`config.mk`:
```
export PLATFORM = sky130hd
export DESIGN_NAME = block_fifo
export DESIGN_NICKNAME = d
export VERILOG_FILES = /design/src/rtl/block_fifo_pkg.sv /design/src/rtl/block_fifo_pack.sv /design/src/rtl/block_fifo.sv
export SDC_FILE = /design/constraint.sdc
export NUM_CORES = 2
export LEC_CHECK = 0
export CORE_AREA = 2 2 492 494
export DETAILED_ROUTE_END_ITERATION = 8
export DIE_AREA = 0 0 494 496
export HOLD_SLACK_MARGIN = 0.12
export PLACE_DENSITY = 0.69
export SLEW_MARGIN = 10
export SYNTH_ARGS = -nofsm -noshare
export SYNTH_HDL_FRONTEND = slang
export SYNTH_SLANG_ARGS = --single-unit
```
`constraint.sdc`:
```
create_clock -name i_clk -period 7.99 [get_ports i_clk]
set_input_delay 1.1985 -clock i_clk [delete_from_list [all_inputs] [get_ports i_clk]]
set_output_delay 1.1985 -clock i_clk [all_outputs]
set_load 0.02 [all_outputs]
```
`src/rtl/block_fifo_pkg.sv`:
```
// rtl/block_fifo_pkg.sv - shared defaults, width helpers and lane mapping for block_fifo
package block_fifo_pkg;

  localparam int IN_W_DEF      = 8;
  localparam int BLK_BYTES_DEF = 64;
  localparam int DEPTH_DEF     = 256;
  localparam int GRP_DEF       = 4;

  function automatic int cnt_width(input int depth);
    return $clog2(depth) + 1;
  endfunction

  // Output byte slot for block byte k (k=0 oldest); swap reverses order inside each group.
  function automatic int lane_pos(input int k, input logic swap, input int grp);
    int g;
    int p;
    g = k / grp;
    p = k % grp;
    return swap ? (g * grp + grp - 1 - p) : k;
  endfunction

endpackage

```
`src/rtl/block_fifo_pack.sv`:
```
// rtl/block_fifo_pack.sv - combinational row-to-block lane permutation
module block_fifo_pack
  import block_fifo_pkg::*;
#(
  parameter int IN_W      = IN_W_DEF,
  parameter int BLK_BYTES = BLK_BYTES_DEF,
  parameter int GRP       = GRP_DEF
) (
  input  logic                      swap_i,
  input  logic [BLK_BYTES*IN_W-1:0] row_i,
  output logic [BLK_BYTES*IN_W-1:0] data_o
);

  logic [BLK_BYTES*IN_W-1:0] le_w;
  logic [BLK_BYTES*IN_W-1:0] be_w;

  for (genvar k = 0; k < BLK_BYTES; k++) begin : g_lane
    localparam int LE_POS = lane_pos(k, 1'b0, GRP);
    localparam int BE_POS = lane_pos(k, 1'b1, GRP);
    assign le_w[IN_W*LE_POS +: IN_W] = row_i[IN_W*k +: IN_W];
    assign be_w[IN_W*BE_POS +: IN_W] = row_i[IN_W*k +: IN_W];
  end

  assign data_o = swap_i ? be_w : le_w;

endmodule

```
`src/rtl/block_fifo.sv`:
```
// rtl/block_fifo.sv - byte-in, block-out FIFO with backpressure and sticky error flags
module block_fifo
  import block_fifo_pkg::*;
#(
  parameter int IN_W      = IN_W_DEF,
  parameter int BLK_BYTES = BLK_BYTES_DEF,
  parameter int DEPTH     = DEPTH_DEF,
  parameter int GRP       = GRP_DEF,
  parameter int CNT_W     = cnt_width(DEPTH)
) (
  input  logic                      i_clk,
  input  logic                      i_rst,
  input  logic                      i_wr_en,
  input  logic [IN_W-1:0]           i_data,
  output logic                      o_full,
  input  logic                      i_rd_en,
  input  logic                      i_swap,
  output logic [BLK_BYTES*IN_W-1:0] o_data,
  output logic                      o_valid,
  output logic                      o_data_rdy,
  output logic [CNT_W-1:0]          o_data_cnt,
  input  logic                      i_clr_err,
  output logic                      o_ovf,
  output logic                      o_udf
);

  localparam int ROWS   = DEPTH / BLK_BYTES;
  localparam int LANE_W = $clog2(BLK_BYTES);
  localparam int ROW_W  = $clog2(ROWS);
  localparam int PTR_W  = $clog2(DEPTH);
  localparam int BLK_W  = BLK_BYTES * IN_W;

  logic [IN_W-1:0]  mem_q [ROWS][BLK_BYTES];
  logic [PTR_W-1:0] wr_ptr_q, wr_ptr_d;
  logic [ROW_W-1:0] rd_ptr_q, rd_ptr_d;
  logic [CNT_W-1:0] cnt_q, cnt_d;
  logic [BLK_W-1:0] data_q;
  logic             valid_q;
  logic             ovf_q, ovf_d;
  logic             udf_q, udf_d;
  logic             wr_acc, rd_acc;
  logic [ROW_W-1:0] wr_row;
  logic [LANE_W-1:0] wr_lane;
  logic [BLK_W-1:0] row_flat;
  logic [BLK_W-1:0] row_packed;

  assign o_full     = (cnt_q == CNT_W'(DEPTH));
  assign o_data_rdy = (cnt_q >= CNT_W'(BLK_BYTES));
  assign o_data_cnt = cnt_q;
  assign o_data     = data_q;
  assign o_valid    = valid_q;
  assign o_ovf      = ovf_q;
  assign o_udf      = udf_q;

  assign wr_acc  = i_wr_en & ~o_full & ~i_rst;
  assign rd_acc  = i_rd_en & o_data_rdy & ~i_rst;
  // Byte pointer splits into row (upper bits) and byte lane (lower bits).
  assign wr_row  = wr_ptr_q[PTR_W-1 -: ROW_W];
  assign wr_lane = wr_ptr_q[LANE_W-1:0];

  always_comb begin
    wr_ptr_d = wr_ptr_q + PTR_W'(wr_acc);
    rd_ptr_d = rd_ptr_q + ROW_W'(rd_acc);
    cnt_d    = cnt_q + CNT_W'(wr_acc) - (rd_acc ? CNT_W'(BLK_BYTES) : CNT_W'(0));
    ovf_d    = (ovf_q & ~i_clr_err) | (i_wr_en & o_full);
    udf_d    = (udf_q & ~i_clr_err) | (i_rd_en & ~o_data_rdy);
  end

  always_comb begin
    row_flat = '0;
    for (int k = 0; k < BLK_BYTES; k++) begin
      row_flat[IN_W*k +: IN_W] = mem_q[rd_ptr_q][k];
    end
  end

  block_fifo_pack #(
    .IN_W      (IN_W),
    .BLK_BYTES (BLK_BYTES),
    .GRP       (GRP)
  ) u_pack (
    .swap_i (i_swap),
    .row_i  (row_flat),
    .data_o (row_packed)
  );

  always_ff @(posedge i_clk) begin
    if (wr_acc) begin
      mem_q[wr_row][wr_lane] <= i_data;
    end
  end

  always_ff @(posedge i_clk) begin
    if (i_rst) begin
      wr_ptr_q <= '0;
      rd_ptr_q <= '0;
      cnt_q    <= '0;
      data_q   <= '0;
      valid_q  <= 1'b0;
      ovf_q    <= 1'b0;
      udf_q    <= 1'b0;
    end else begin
      wr_ptr_q <= wr_ptr_d;
      rd_ptr_q <= rd_ptr_d;
      cnt_q    <= cnt_d;
      valid_q  <= rd_acc;
      ovf_q    <= ovf_d;
      udf_q    <= udf_d;
      if (rd_acc) begin
        data_q <= row_packed;
      end
    end
  end

endmodule

```
==> Yosys cells after proc, flatten, opt, wreduce, memory -nomap -nowiden <==
Memory sizes are Yosys's and may differ from the RTL's. A register that Yosys moved wholly into a read port is not among the register bits.
Index checks and enable logic that the tools add are counted.
{ "totals": {"ramBits": 2048, "regBits": 534, "inputBits": 14, "wordCells": 39, "latchBits": 0, "out_inout_bits": 526, "mem_count": 1, "rom_bits": 0} }
{ "mem_list": {"columns": ["name", "depth", "word_bits", "read_ports", "rd_ports_with_merged_regs", "write_ports", "line", "text"], "rows": [
  ["mem_q", 4, 512, 1, 1, 1, "block_fifo.sv:33", "logic [IN_W-1:0] mem_q [ROWS][BLK_BYTES];"]
]} }
{ "classes": {"shifts": 0, "order_cmp": 3, "multipliers": 0, "n_bitwise": 15, "n_div": 0, "eq_ne": 1, "n_reduce_logical": 1, "mux": 7, "add_sub_neg": 4} }
{ "op_table": {"columns": ["operator", "n"], "rows": [
  ["$mux 512", 2],
  ["$demux 8 s6", 1],
  ["$add 9x1->9", 1],
  ["$eq 9x9->1 const B", 1],
  ["$ge 9x7->1 const B", 1],
  ["$sub 9x7->9", 1],
  ["$add 8x1->8", 1],
  ["$and 1x1->1", 8],
  ["$mux 8", 1],
  ["$ge 7x7->1 const B", 1],
  ["$lt 7x1->1 const B", 1],
  ["$mux 7", 1],
  ["$not 6->7", 1],
  ["$not 1->1", 4],
  ["$add 2x1->2", 1],
  ["$mux 2", 1],
  ["$or 1x1->1", 2],
  ["$logic_and 1x1->1", 1],
  ["$mux 1", 1]
]} }

==> Longest topological paths before layout <==
{ "logic_depth": {"depth_word": 6, "depth_mapped": 14, "mapped_depth_nobuf": 12} }

==> Modules after synthesis <==
From an unflattened synthesis, not the netlist that was laid out.
{ "hier_totals": {"hier_cells": 5942, "area_unflattened_um2": 100017.2} }
{ "by_module_without_submodules": {"columns": ["mod", "n_inst", "seq_area_each_um2", "cells_each", "area_per_inst_um2"], "rows": [
  ["block_fifo", 1, 72189.2, 5373, 93608.5],
  ["block_fifo_pack", 1, 0.0, 569, 6408.6]
]} }

==> Least setup slack after synthesis <==
OpenSTA, ideal clock, no wires.
{ "synth_path": {"kind": "input to register", "start": "input port i_rst", "end": "register cnt_q[8] (netlist: o_data_cnt[8])", "cell_stages": 11, "setup_time_ps": 121, "setup_slack_ps": 4485, "required_time_ps": 7869, "path_buffers": 3, "arrival_ps": 3384, "cell_sequence": "clkbuf_1 clkbuf_1 buf_1 nor3_1 ha_1 inv_1 ha_1 nor2_1 o311a_1 o22ai_1 mux2_2"} }
{ "synth_via": {"elab_chain_len": 4, "word_cells_on_any_way": 6, "cone_classes": "2 x add/sub; 1 x mux; 3 x bitwise"} }
{ "synth_lines": {"columns": ["element", "line", "text"], "rows": [
  ["start, declared", "block_fifo.sv:12", "input logic i_rst,"],
  ["$not 1->1", "block_fifo.sv:55, block_fifo.sv:56", null],
  ["$and 1x1->1, on equally long branches", "block_fifo.sv:55, block_fifo.sv:56", null],
  ["$add 9x1->9 or $mux 7 (tied branches)", "block_fifo.sv:64", "cnt_d = cnt_q + CNT_W'(wr_acc) - (rd_acc ? CNT_W'(BLK_BYTES) : CNT_W'(0));"],
  ["$sub 9x7->9", "block_fifo.sv:64", null],
  ["end signal, assigned", "block_fifo.sv:104", "cnt_q <= cnt_d;"],
  ["end, declared", "block_fifo.sv:36", "logic [CNT_W-1:0] cnt_q, cnt_d;"]
]} }
Several ways; a longest one is shown, not always the timed one.
A chain may end at the register's enable or synchronous reset.

==> Worst setup path after layout <==
{ "layout_path": {"start": "register cnt_q[2] (netlist: o_data_cnt[2])", "end": "output port o_full"} }
{ "layout_via": {"elab_chain_len": 1} }
{ "layout_lines": {"columns": ["element", "line", "text"], "rows": [
  ["$eq 9x9->1", "block_fifo.sv:47", "assign o_full = (cnt_q == CNT_W'(DEPTH));"],
  ["end, declared", "block_fifo.sv:15", "output logic o_full,"]
]} }
No other way between the ends.

==> impl_results.md <==
* Area grow syn2layout at 17.8%
* Critical path peak fanout at 4
* DR vias at approximately 52000
* Crit path required time at approximately 6.8 ns
* Total track usage at 0.191
* Worst r2r path cells at 7
* Sinks on Clock Net at ~2600
* Initial DRC Count at ~5600
* Max-slew violation count at 0
* Post-Route WL at 239000 um
* Drt first pass iters at 5
* Internal power at around 0.025 W
* First-pass GRT wire length at between 300000 and 400000 um
* Die height at ~500 um
* Ratio of cells with drive above 1 in the final layout at 0.163
* HP Start: o_udf
* Top cells by area, synth: edfxtp_1 (64%), mux4_2 (12%), dfxtp_1 (11%)
* Top-Level Pins at 540
* Chip width at roughly 490 um
* WHS Path Cells at 2
* Design area at around 110000 sq um
* CP peak stage delay at 0.87 ns
* Post-DP Area at approximately 100000 sq um
* Synth area leader: edfxtp_1
* Sw Ratio at 0.273
* Slowest CP cell: nor4bb_1
* Placement Rows at 180
* Distinct cells, synth at 37
* Final hold violation count at 0
* RSZ-0062 raised after global routing: false
* Gpl congestion at ~0.80
* Least-Margin Pin Slew at 1.16 ns
* Cts bufs inserted at approximately 280
* Die area at between 200000 and 250000 sq um
* Critical Path AT at roughly 3.5 ns
* Vias in the first global route at slightly above 50000
* Core Region at around 240000 sq um
* Comb pwr share at 0.187
* Hpwl dp at approximately 150000 um
* Worst flop-to-flop path startpoint: o_data_cnt[2]
* Min-delay worst type: flip-flop to flip-flop
* Crit path time final at roughly 4.7 ns
* Synth warnings at 0
* Sequential area share after synthesis at 0.757
* Worst-path clk slew at roughly 0.06 ns
* Root cell of the clock tree: clkbuf_16
* Sequential power share at 0.456
* Initial antenna violation count at 3
* Port-buffer cells at approximately 540
* Status: complete, no violations
* Routed Antenna Nets at 0
* WL per Instance at around 26 um
* # nets final at ~6000
* Initial Util at 0.398
* Netlist Area Pre-Place at around 95000 sq um
* CTS tree: yes
* Tcrit/Tclk final at 0.586
* Setup TNS at 0 ns
* Fmax at 214 MHz
* Grt ovf at 0
* Clock power frac at 0.357
* Top-area cell type share of the netlist area at 0.645
* Number of hold buffers added after cts at 0
* Hold path endpoint: o_udf
* Clk_skew at between 0.08 and 0.09 ns
* Post CTS Setup Buffer Count at 0
* Pin count of the biggest net entering global routing at 183
* Reg2reg end: mem_q[2][132]
* Flop and latch count out of synthesis at between 2000 and 3000
* Power density cells at around 300 nW/um^2
* Max Cap Violations at 0
* Mean area per synthesized cell at 17.6 sq um
* CP Capture Type: output port
* Clk_lat worst skew at 0.94 ns
* DRC at 0
* R2R setup slack at between 4 and 5 ns
* Worst slew margin at 0.227
* Post-synthesis cell count at 5432
* H-Tree Depth at 5
* # resized after CTS at 0
* Sw power at between 0.009 and 0.01 W
* Crit-path cells: inv_1 -> ha_1 -> nor4bb_1 -> and2_1 -> clkdlybuf4s50_1
* CTS max path bufs at 4
* Vias per cell at about 5.6
* Startpoint types: flip-flop
* Critical path class: flip-flop to output port
* Peak supply drop at approximately 0.26 mV
* Worst Hold Margin at 0.471 ns
* Leakage dissipation at between 30 and 40 nW
* Post-Syn Nets at about 5500
* Final setup vio count at 0
==> cells in the final DEF, fill, tap and decap left out, types with 3 or more instances in the layout <==
| cell type | instances |
|---|---|
| clkdlybuf4s50_1 | 530 |
| inv_6 | 10 |
| nor2b_1 | 12 |
| a21oi_1 | 9 |
| dfxtp_1 | 532 |
| o22ai_1 | 514 |
| clkbuf_8 | 27 |
| clkinv_1 | 29 |
| nand2_1 | 37 |
| buf_4 | 39 |
| nand3_1 | 3 |
| clkinv_4 | 6 |
| nand2_2 | 6 |
| nor3_1 | 515 |
| nand2b_1 | 5 |
| inv_1 | 12 |
| clkbuf_16 | 292 |
| clkinv_2 | 43 |
| xnor2_1 | 5 |
| mux4_2 | 512 |
| clkinvlp_4 | 12 |
| buf_12 | 21 |
| inv_4 | 5 |
| clkbuf_1 | 52 |
| nor2_1 | 790 |
| ha_1 | 18 |
| xor2_1 | 4 |
| edfxtp_1 | 2048 |
| bufinv_16 | 11 |
| nand3b_1 | 3 |
| nor3b_1 | 4 |
| o21ai_0 | 4 |
==> state kept, by name, summed over array words and instances (netlist names) <==
name / cells
mem_q: 2048
o_ovf: 1
o_data_cnt: 9
o_data: 512
o_udf: 1
rd_ptr_q: 2
o_valid: 1
wr_ptr_q: 8
==> power by group through the flow <==
stage	Sequential, W	Combinational, W	Clock, W
finish	0.0158	0.00649	0.0124
global route	0.0159	0.00698	0.0131
detailed placement	0.0161	0.00650	0
CTS	0.0158	0.00654	0.0126
global placement	0.0161	0.00644	0
floorplan	0.0168	0.00310	0
==> how the worst max path moves through the flow <==
stage / start / end / slack [ns] / cells past startpoint
after floorplan: i_rst / o_data_cnt[8] / 4.49 / 11
after global placement: i_wr_en / mem_q[1][0] / 3.37 / 6
after detailed placement: i_wr_en / mem_q[0][69] / 3.30 / 6
after CTS: o_data_cnt[2] / o_full / 3.30 / 5
after global routing: o_data_cnt[5] / o_full / 3.25 / 5
final: o_data_cnt[2] / o_full / 3.31 / 5
==> metal layers <==
metal	track usage	up-vias	routed length, um
met5	0	-	0
met4	0.0560	0	6160
met3	0.0330	313	17400
met2	0.302	2284	114000
met1	0.271	27000	101000
li1	-	22600	-
==> cell families (layout without fill, tap and decap cells) <==
group,after synthesis,after routing,synth area share
compound gates,533,533,0.0350
xor+xnor,9,9,0.000827
fa+ha+maj,18,18,0.00236
buf+inv,385,1096,0.0208
flops,2582,2582,0.757
mux,514,514,0.121
other cells,0,1,0
simple gates,1391,1391,0.0628
==> synthesized netlist by cell type, drive strengths merged <==
library cell,instances
nor3,516
nand4,1
or3,2
and3,1
clkbuf,130
and3b,2
and2,3
o311a,1
xor2,4
dfxtp,534
a31oi,1
a211oi,2
a2111oi,1
nand3,6
nand3b,3
mux4,512
ha,18
mux2,2
nor2b,12
xnor2,5
o22ai,514
nor4bb,1
nand2b,5
edfxtp,2048
or3b,1
nand2,43
nor3b,5
o21bai,1
inv,10
buf,245
o21ai,4
nor2,790
a21oi,9
==> area by class of cell <==
cell class	count	area (sq um)
antenna	1	2.50
clock buffer	365	7770
clock inverter	122	982
fill	19900	127000
inverter	10	37.5
multi-input combinational	2465	21200
sequential	2582	72200
tap	3185	3990
timing repair buffer	599	6140
==> stage by stage <==
stage               power [W]  worst slack [ns]  instances  utilization
finish                 0.0347              3.31       9329        0.469
global route           0.0360              3.25       9329        0.469
CTS                    0.0349              3.30       9328        0.469
detailed placement     0.0226              3.30       8841        0.432
global placement       0.0225              3.37       8841        0.432
floorplan              0.0199              4.49       5432            -
==> critical path, delay by kind of cell, from the launching register on <==
kind | cells | cell delay [ns]
simple gates | 2 | 1.27
buf+inv | 2 | 0.78
flops | 1 | 0.34
fa+ha+maj | 1 | 0.18
Power figures use the tool's default switching activity.
